`config.mk`:
```
export PLATFORM = sky130hd
export DESIGN_NAME = instruction_fetch_unit
export DESIGN_NICKNAME = d
export VERILOG_FILES = /design/src/rtl/riscv_pkg.sv /design/src/rtl/fetch_skid_buffer.sv /design/src/rtl/instruction_fetch_unit.sv
export SDC_FILE = /design/constraint.sdc
export NUM_CORES = 1
export LEC_CHECK = 0
export CAP_MARGIN = 25
export CORE_UTILIZATION = 52
export DETAILED_ROUTE_END_ITERATION = 16
export PLACE_DENSITY = 0.8
export SLEW_MARGIN = 20
export SYNTH_ARGS = -nofsm -noshare
export SYNTH_HDL_FRONTEND = slang
export SYNTH_HIERARCHICAL = 1
export SYNTH_SLANG_ARGS = --single-unit
```
`constraint.sdc`:
```
create_clock -name clock -period 8.35 [get_ports clock]
set_input_delay 0.835 -clock clock [delete_from_list [all_inputs] [get_ports clock]]
set_output_delay 0.835 -clock clock [all_outputs]
set_load 0.01 [all_outputs]
```
`src/rtl/riscv_pkg.sv`:
```
// Shared RV32 fetch-path definitions: data width, memory word-address
// width and the {pc, instr} entry carried through the fetch buffer.
package riscv_pkg;

    localparam int XLEN        = 32;
    localparam int IMEM_ADDR_W = 30;

    typedef struct packed {
        logic [XLEN-1:0] pc;
        logic [XLEN-1:0] instr;
    } fetch_entry_t;

endpackage

```
`src/rtl/fetch_skid_buffer.sv`:
```
// Two-entry FIFO of fetched {pc, instr} pairs sitting between the memory
// response and decode. Flush empties it in one cycle and wins over push/pop.
module fetch_skid_buffer
    import riscv_pkg::*;
(
    input  logic         clock,
    input  logic         reset_n,
    input  logic         flush,
    input  logic         push,
    input  fetch_entry_t push_data,
    input  logic         pop,
    output fetch_entry_t head,
    output logic [1:0]   count
);

    fetch_entry_t mem [2];
    logic         rd_ptr;
    logic         wr_ptr;
    logic         pop_ok;
    logic         push_ok;

    // Never pop an empty buffer; only push into a full one when a slot frees.
    assign pop_ok  = pop && (count != 2'd0);
    assign push_ok = push && ((count != 2'd2) || pop_ok);

    // Pointer and occupancy bookkeeping.
    always_ff @(posedge clock or negedge reset_n) begin
        if (!reset_n) begin
            count  <= 2'd0;
            rd_ptr <= 1'b0;
            wr_ptr <= 1'b0;
        end else if (flush) begin
            count  <= 2'd0;
            rd_ptr <= 1'b0;
            wr_ptr <= 1'b0;
        end else begin
            if (push_ok) wr_ptr <= ~wr_ptr;
            if (pop_ok)  rd_ptr <= ~rd_ptr;
            count <= count + 2'(push_ok) - 2'(pop_ok);
        end
    end

    // Entry storage; contents are meaningless while count is zero.
    always_ff @(posedge clock) begin
        if (push_ok && !flush) mem[wr_ptr] <= push_data;
    end

    assign head = mem[rd_ptr];

endmodule

```
`src/rtl/instruction_fetch_unit.sv`:
```
// Instruction fetch front end: sequential PC generation, one-cycle-latency
// instruction memory interface, and a 2-entry buffer toward decode.
// Redirects flush buffered/in-flight work and re-issue in the same cycle.
// Optional macro FETCH_MISALIGN_TRAP_EN: a redirect to a non-word-aligned
// target raises fetch_fault and halts fetch until an aligned redirect.
module instruction_fetch_unit
    import riscv_pkg::*;
#(
    parameter logic [XLEN-1:0] RESET_PC = 32'h0000_0000
) (
    input  logic                   clock,
    input  logic                   reset_n,
    output logic [IMEM_ADDR_W-1:0] imem_address,
    output logic                   imem_clken,
    input  logic [XLEN-1:0]        imem_q,
    input  logic                   redirect_valid,
    input  logic [XLEN-1:0]        redirect_pc,
    output logic                   if_valid,
    input  logic                   if_ready,
    output logic [XLEN-1:0]        if_instr,
    output logic [XLEN-1:0]        if_pc,
    output logic                   fetch_fault
);

    logic [XLEN-1:0] fetch_pc;
    logic [XLEN-1:0] inflight_pc;
    logic [XLEN-1:0] redir_target;
    logic [XLEN-1:0] issue_pc;
    logic            inflight;
    logic            issue;
    logic            deq;
    logic            redir_ok;
    logic            fault_q;
    logic [1:0]      fifo_count;
    logic [2:0]      occ;
    fetch_entry_t    head;
    fetch_entry_t    resp;

    assign redir_target = {redirect_pc[XLEN-1:2], 2'b00};

`ifdef FETCH_MISALIGN_TRAP_EN
    assign redir_ok = (redirect_pc[1:0] == 2'b00);

    // Fault is sticky until the next redirect; that redirect decides its new value.
    always_ff @(posedge clock or negedge reset_n) begin
        if (!reset_n)            fault_q <= 1'b0;
        else if (redirect_valid) fault_q <= !redir_ok;
    end
`else
    // Low target bits are simply dropped; the fault output is tied off.
    logic unused_redirect_lsbs;
    assign unused_redirect_lsbs = ^redirect_pc[1:0];
    assign redir_ok             = 1'b1;
    assign fault_q              = 1'b0;
`endif

    assign fetch_fault = fault_q;
    assign if_valid    = (fifo_count != 2'd0);
    assign deq         = if_valid && if_ready;

    // Outstanding work once this cycle's dequeue retires: buffered + in flight.
    assign occ = {1'b0, fifo_count} + {2'b00, inflight} - {2'b00, deq};

    // Issue decision. Reset gates it combinationally so the memory enable
    // drops the moment reset_n falls. A redirect flushes everything, so it
    // issues regardless of occupancy (unless its target traps).
    always_comb begin
        issue = 1'b0;
        if (reset_n) begin
            if (redirect_valid) issue = redir_ok;
            else                issue = (occ < 3'd2) && !fault_q;
        end
    end

    assign issue_pc     = redirect_valid ? redir_target : fetch_pc;
    assign imem_address = issue_pc[XLEN-1:2];
    assign imem_clken   = issue;

    // PC advance and in-flight tracking; the read data lands one cycle later.
    always_ff @(posedge clock or negedge reset_n) begin
        if (!reset_n) begin
            fetch_pc    <= RESET_PC;
            inflight    <= 1'b0;
            inflight_pc <= RESET_PC;
        end else begin
            inflight <= issue;
            if (issue) begin
                inflight_pc <= issue_pc;
                fetch_pc    <= issue_pc + 32'd4;
            end
        end
    end

    // A response arriving in a redirect cycle belongs to the old stream.
    assign resp = '{pc: inflight_pc, instr: imem_q};

    fetch_skid_buffer u_buf (
        .clock     (clock),
        .reset_n   (reset_n),
        .flush     (redirect_valid),
        .push      (inflight && !redirect_valid),
        .push_data (resp),
        .pop       (deq),
        .head      (head),
        .count     (fifo_count)
    );

    assign if_instr = head.instr;
    assign if_pc    = head.pc;

endmodule

```
== Yosys cells after proc, flatten, opt, wreduce, memory -nomap -nowiden ==
Memory sizes are Yosys's and may differ from the RTL's.
Cells that the tools add are included.

* Reductions and logical operators: 10
* Bitwise logic cells: 2
* Order comparisons: 1
* $add $sub $neg: 5
* Muxes and demuxes: 10
* Equal/unequal tests: 1

{| class="wikitable"
|+ Operators with widths
! kind !! count
|-
| $add 32x3->32 const B || 1
|-
| $mux 32 || 1
|-
| $mux 1 || 8
|-
| $reduce_bool 2->1 || 3
|-
| $logic_and 1x1->1 || 5
|-
| $add 2x1->3 || 1
|-
| $lt 3x2->1 const B || 1
|-
| $sub 3x1->3 || 1
|-
| $add 2x1->2 || 1
|-
| $mux 2 || 1
|-
| $ne 2x2->1 const B || 1
|-
| $not 1->1 || 2
|-
| $sub 2x1->2 || 1
|-
| $logic_not 1->1 || 1
|-
| $logic_or 1x1->1 || 1
|}

* Memory bits (writable): 128
* Bits in registers: 69
* Memories: 1
* Output and inout bits: 97
* Bits of input ports: 68

{| class="wikitable"
|+ Memory list
! name !! depth !! width !! rd ports !! clocked after Yosys merged registers in !! wr ports !! line !! RTL
|-
| u_buf.mem || 2 || 64 || 1 || 0 || 1 || fetch_skid_buffer.sv:16 || <nowiki>fetch_entry_t mem [2];</nowiki>
|}

== Logic depth before layout (Yosys ltp) ==
* Depth after elaboration: 8
* Depth in mapped cells: 13

== Hierarchy ==
The synthesis kept the hierarchy.

{| class="wikitable"
|+ By module, submodules not included
! module !! times used !! cells an instance !! area an instance (µm²)
|-
| fetch_skid_buffer || 1 || 220 || 5061.1
|-
| instruction_fetch_unit || 1 || 377 || 3597.2
|}

== Least setup slack after synthesis ==
No wires, ideal clock.

* Path kind: input port to flip-flop
* Start point: input port redirect_valid
* End point: memory u_buf/mem[1][0] in the netlist's numbering (enable)
* Arrival time: 6464 ps
* Setup slack: 1308 ps
* Library setup time: 578 ps
* Stages: 7
* Cells stage by stage: buf_6 -> buf_8 -> buf_4 -> buf_2 -> nor2b_1 -> o31ai_4 -> nor3b_1

* Longest elaborated chain between the ends: 6

{| class="wikitable"
|+ RTL lines
! element !! line !! RTL
|-
| from (decl) || instruction_fetch_unit.sv:16 || <nowiki>input logic redirect_valid,</nowiki>
|-
| $logic_not 1->1 * || fetch_skid_buffer.sv:45, instruction_fetch_unit.sv:101 ||
|-
| $logic_and 1x1->1 || instruction_fetch_unit.sv:101 || <nowiki>.push (inflight && !redirect_valid),</nowiki>
|-
| $logic_and 1x1->1 || fetch_skid_buffer.sv:24 || <nowiki>assign push_ok = push && ((count != 2'd2) || pop_ok);</nowiki>
|-
| $logic_and 1x1->1 * || fetch_skid_buffer.sv:45 || <nowiki>if (push_ok && !flush) mem[wr_ptr] <= push_data;</nowiki>
|-
| $mux 1 * || fetch_skid_buffer.sv:45 ||
|-
| $mux 1 (implied by the code) * || fetch_skid_buffer.sv:45 ||
|-
| to (decl) || fetch_skid_buffer.sv:16 ||
|}

Mark *: on every way between the ends. The rest lies on a longest branch, timed or not.

== Worst setup path in the final report ==
* Start point: input port if_ready
* End point: output port imem_clken

* Longest elaborated chain between the ends: 5

{| class="wikitable"
|+ RTL lines
! element !! line !! RTL
|-
| from (decl) || instruction_fetch_unit.sv:19 || <nowiki>input logic if_ready,</nowiki>
|-
| $logic_and 1x1->1 || instruction_fetch_unit.sv:59 || <nowiki>assign deq = if_valid && if_ready;</nowiki>
|-
| named net deq || instruction_fetch_unit.sv:31 || <nowiki>logic deq;</nowiki>
|-
| $sub 3x1->3 || instruction_fetch_unit.sv:62 || <nowiki>assign occ = {1'b0, fifo_count} + {2'b00, inflight} - {2'b00, deq};</nowiki>
|-
| $lt 3x2->1 || instruction_fetch_unit.sv:71 || <nowiki>else issue = (occ < 3'd2) && !fault_q;</nowiki>
|-
| $mux 1 || instruction_fetch_unit.sv:70 || <nowiki>if (redirect_valid) issue = redir_ok;</nowiki>
|-
| $mux 1 || instruction_fetch_unit.sv:69 || <nowiki>if (reset_n) begin</nowiki>
|-
| to (decl) || instruction_fetch_unit.sv:14 || <nowiki>output logic imem_clken,</nowiki>
|}

The timed path passes the listed nets, and every way through them passes these cells.

==> flow_summary.toml <==
[power_and_ir_drop]
ir_drop_mv = 0.196
leakagePower_nw = 4.37
areal_power_density_over_the_cells_mw_per_mm2 = 298
fin_total_pwr_mw = 3.30

[placement]
place_hpwl_um = 11200
gpl.final_weighted_congestion = 0.894
placement.io_buffers = 161
post-place-cells = 959
dpl-instance-area_mm2 = 0.0105

[critical_path]
critical_path.max_fanout = 108
criticalPathCategory = "input port to output port"
timing.critical_path.from_type = "input port"
cp_slowest_stage_delay_ns = 0.73
timing.critical_path.from = "if_ready"
timing.critical_path.buf_inv = 4
reg2reg_from = "u_buf/count[1]"
crit_path_frequent_cell = "sky130_fd_sc_hd__clkdlybuf4s50_1"
cp.required_ns = 7.52
slowest_stage = "sky130_fd_sc_hd__buf_4"
cells_along_the_critical_path = "clkdlybuf4s50_1, and2_1, ha_1, nor2b_1, fa_1, xor2_1, a21oi_4, buf_4, inv_1, clkdlybuf4s50_1"
worst_setup_path_end_kind = "output port"
cp_data_arrival_time_ns = 4.45
crit_family = "buffers and inverters"

[route]
drt-wirelength-per-cell_um = 16.5
drt.antenna.violating_nets = 0
drtIter0Drc = 304
via_count = 5254
drt_pre_antenna_iters = 5
drc = 0
routed_wirelength_um = 16400
route.detailed.vias_per_inst = 5.30

[timing]
totalNegativeSetupSlack_ns = 0
timing.max_slew.rel_slack = 0.339
final.hold.worst_slack_ns = 0.464
final.setup_skew_ns = 0.00737
finalCriticalPeriod_ns = 5.29
fmaxAchievable_mhz = 189
slew_of_the_pin_with_the_lowest_slew_margin_ns = 0.991
fin_crit_sh = 0.633
final_max_slew_viol_count = 0
rsz_0062_raised_after_global_routing = "false"
finalSetupViolCount = 0
hold_viol_final = 0

[floorplanning]
core_mm2 = 0.0161
placement_rows = 46
design.die.area_mm2 = 0.0172
die_y_um = 131
initial_cell_density_of_the_core = 0.539
ioPinCount = 165
die-width_um = 131

[worst_hold_path]
holdCritStartpoint = "inflight_pc[8]"
hold_class = "register to register"

[yosys]
ys_warn_count = 6
netlist_instances = 597
synth_sequential_area_ratio = 0.632
synth_area_per_cell_um2 = 14.5
async_reset_ff_frac = 0.337
synth_top_area_frac = 0.444
synth_edf_count = 128
synth_seq_cells = 193
synth-main-ff-cell = "sky130_fd_sc_hd__edfxtp_1"
synth_area_leaders = "sky130_fd_sc_hd__edfxtp_1 44%, sky130_fd_sc_hd__dfrtp_1 19%, sky130_fd_sc_hd__mux2_4 8.8%"
netlist-cell-type-count = 62
synth_area_mm2 = 0.00866
area_leader_netlist = "sky130_fd_sc_hd__edfxtp_1"

[status]
run_status = "complete, no violations"

[clock_tree]
deepest_clock_path_buffer_count = 2
tritoncts = "yes"
ctsHoldBuffers = 0
htreeDepth = 4
cts-buffers-inserted = 17
cts.sinks = 193
cts_resized = 0
cts_post_setup_buffers_inserted = 0
clock-root-buffer = "sky130_fd_sc_hd__clkbuf_16"
clock_insertion_delay_worst_skew_ns = 0.42
cts_clk_pin_slew_worst_paths_ns = 0.06

[finish]
num-nets-final = 835
post_route_cells_drive_above_1_share = 0.161
n_antenna_cell = 0
most-common-layout-cells = "159 x sky130_fd_sc_hd__clkdlybuf4s50_1, 128 x sky130_fd_sc_hd__edfxtp_1, 75 x sky130_fd_sc_hd__nand2_1, 64 x sky130_fd_sc_hd__dfrtp_1, 51 x sky130_fd_sc_hd__mux2_4"
multi_input_comb_area_mm2 = 0.00293
final_common_cell = "sky130_fd_sc_hd__clkdlybuf4s50_1"
seqCellArea_mm2 = 0.00547
area_growth_syn_to_layout_pct = 27.9
number_of_inserted_filler_cells_in_the_final_layout = 1110
final_cell_area_mm2 = 0.0111
final_cells = 991

[grt]
gr-usage-all-layers = 0.197
grt_max_degree = 109
antenna_found_initial = 0
via_count_of_the_first_global_routing_pass = 5246
grt_overflow_total = 0
first_pass_grt_wire_length_um = 25500

[job]
total_of_max_cap_violations = 0
[layer usage]
metal	global-route usage	vias up	wire (um)
met4	0.0805	0	332
met2	0.335	180	8090
li1	-	2499	-
met5	0	-	0
met3	0.0485	28	1010
met1	0.242	2547	6970
[Yosys cell counts, drive strengths merged, types with 2 or more instances]
cell	count
a22oi	4
inv	27
ha	4
nand4b	4
a21o	9
mux2	76
mux2i	21
a31oi	2
nand3b	3
and4	3
buf	22
nand4	10
nor4	4
xor2	2
nand3	15
a211o	2
nor2	8
clkbuf	5
o21ai	38
and2	7
edfxtp	128
xnor2	19
o21a	2
nor2b	8
a21oi	7
o31ai	4
dfrtp	65
nand2	75
nor3	6
[cell families after synthesis]
kind of cell	share of synthesized area
AO/OA/AOI/OAI	0.0624
AND/OR/NAND/NOR	0.0973
XOR/XNOR	0.0212
multiplexers	0.145
buffers and inverters	0.0335
adder cells (fa/ha/maj)	0.00809
other	0.000433
flip-flops	0.632
[final cells by class]
class	instances	share of cell area
sequential	193	0.494
multi-input combinational	354	0.265
timing repair buffer	169	0.152
clock buffer	21	0.0445
tap	216	0.0244
clock inverter	11	0.0111
inverter	27	0.00915
[worst reg2reg max path, stage by stage (launching register included)]
cell	delay (ns)
sky130_fd_sc_hd__dfrtp_1	0.44
sky130_fd_sc_hd__inv_1	0.13
sky130_fd_sc_hd__nand2_1	0.09
sky130_fd_sc_hd__and2_1	0.22
sky130_fd_sc_hd__ha_1	0.30
sky130_fd_sc_hd__nor2b_1	0.05
sky130_fd_sc_hd__fa_1	0.39
sky130_fd_sc_hd__xor2_1	0.18
sky130_fd_sc_hd__a21oi_4	0.12
sky130_fd_sc_hd__buf_4	0.73
sky130_fd_sc_hd__inv_1	0.64
sky130_fd_sc_hd__and2_1	0.35
sky130_fd_sc_hd__a211o_1	0.30
[path summary, 6_finish.rpt]
path / to / slack [ns] / depth (start not counted)
worst max-delay path: imem_clken / 3.06 / 10
max in group asynchronous: u_buf/rd_ptr / 7.11 / 2
worst min register to register: u_buf/mem[1][40] / 0.46 / 0
worst max register to register: fetch_pc[25] / 4.31 / 12
worst min-delay path: u_buf/mem[1][40] / 0.46 / 0
min in group asynchronous: fetch_pc[21] / 0.59 / 2
[report_power, final]
part / internal (mW) / switching (mW)
Clock: 0.486 / 0.334
Combinational: 0.502 / 0.534
Sequential: 1.29 / 0.152
Total: 2.28 / 1.02
[registers in the layout (all words and copies together) (netlist names)]
| register | flops |
|---|---|
| fetch_pc | 30 |
| inflight | 1 |
| inflight_pc | 30 |
| u_buf/count | 2 |
| u_buf/mem | 128 |
| u_buf/rd_ptr | 1 |
| u_buf/wr_ptr | 1 |
[per-stage QoR]
stage,util,worst slack [ns]
after floorplan,-,1.31
after global placement,0.650,3.15
after detailed placement,0.651,3.11
after CTS,0.690,3.08
after global routing,0.690,2.86
final,0.690,3.06
No activity file was read; power rests on OpenSTA's default activity.
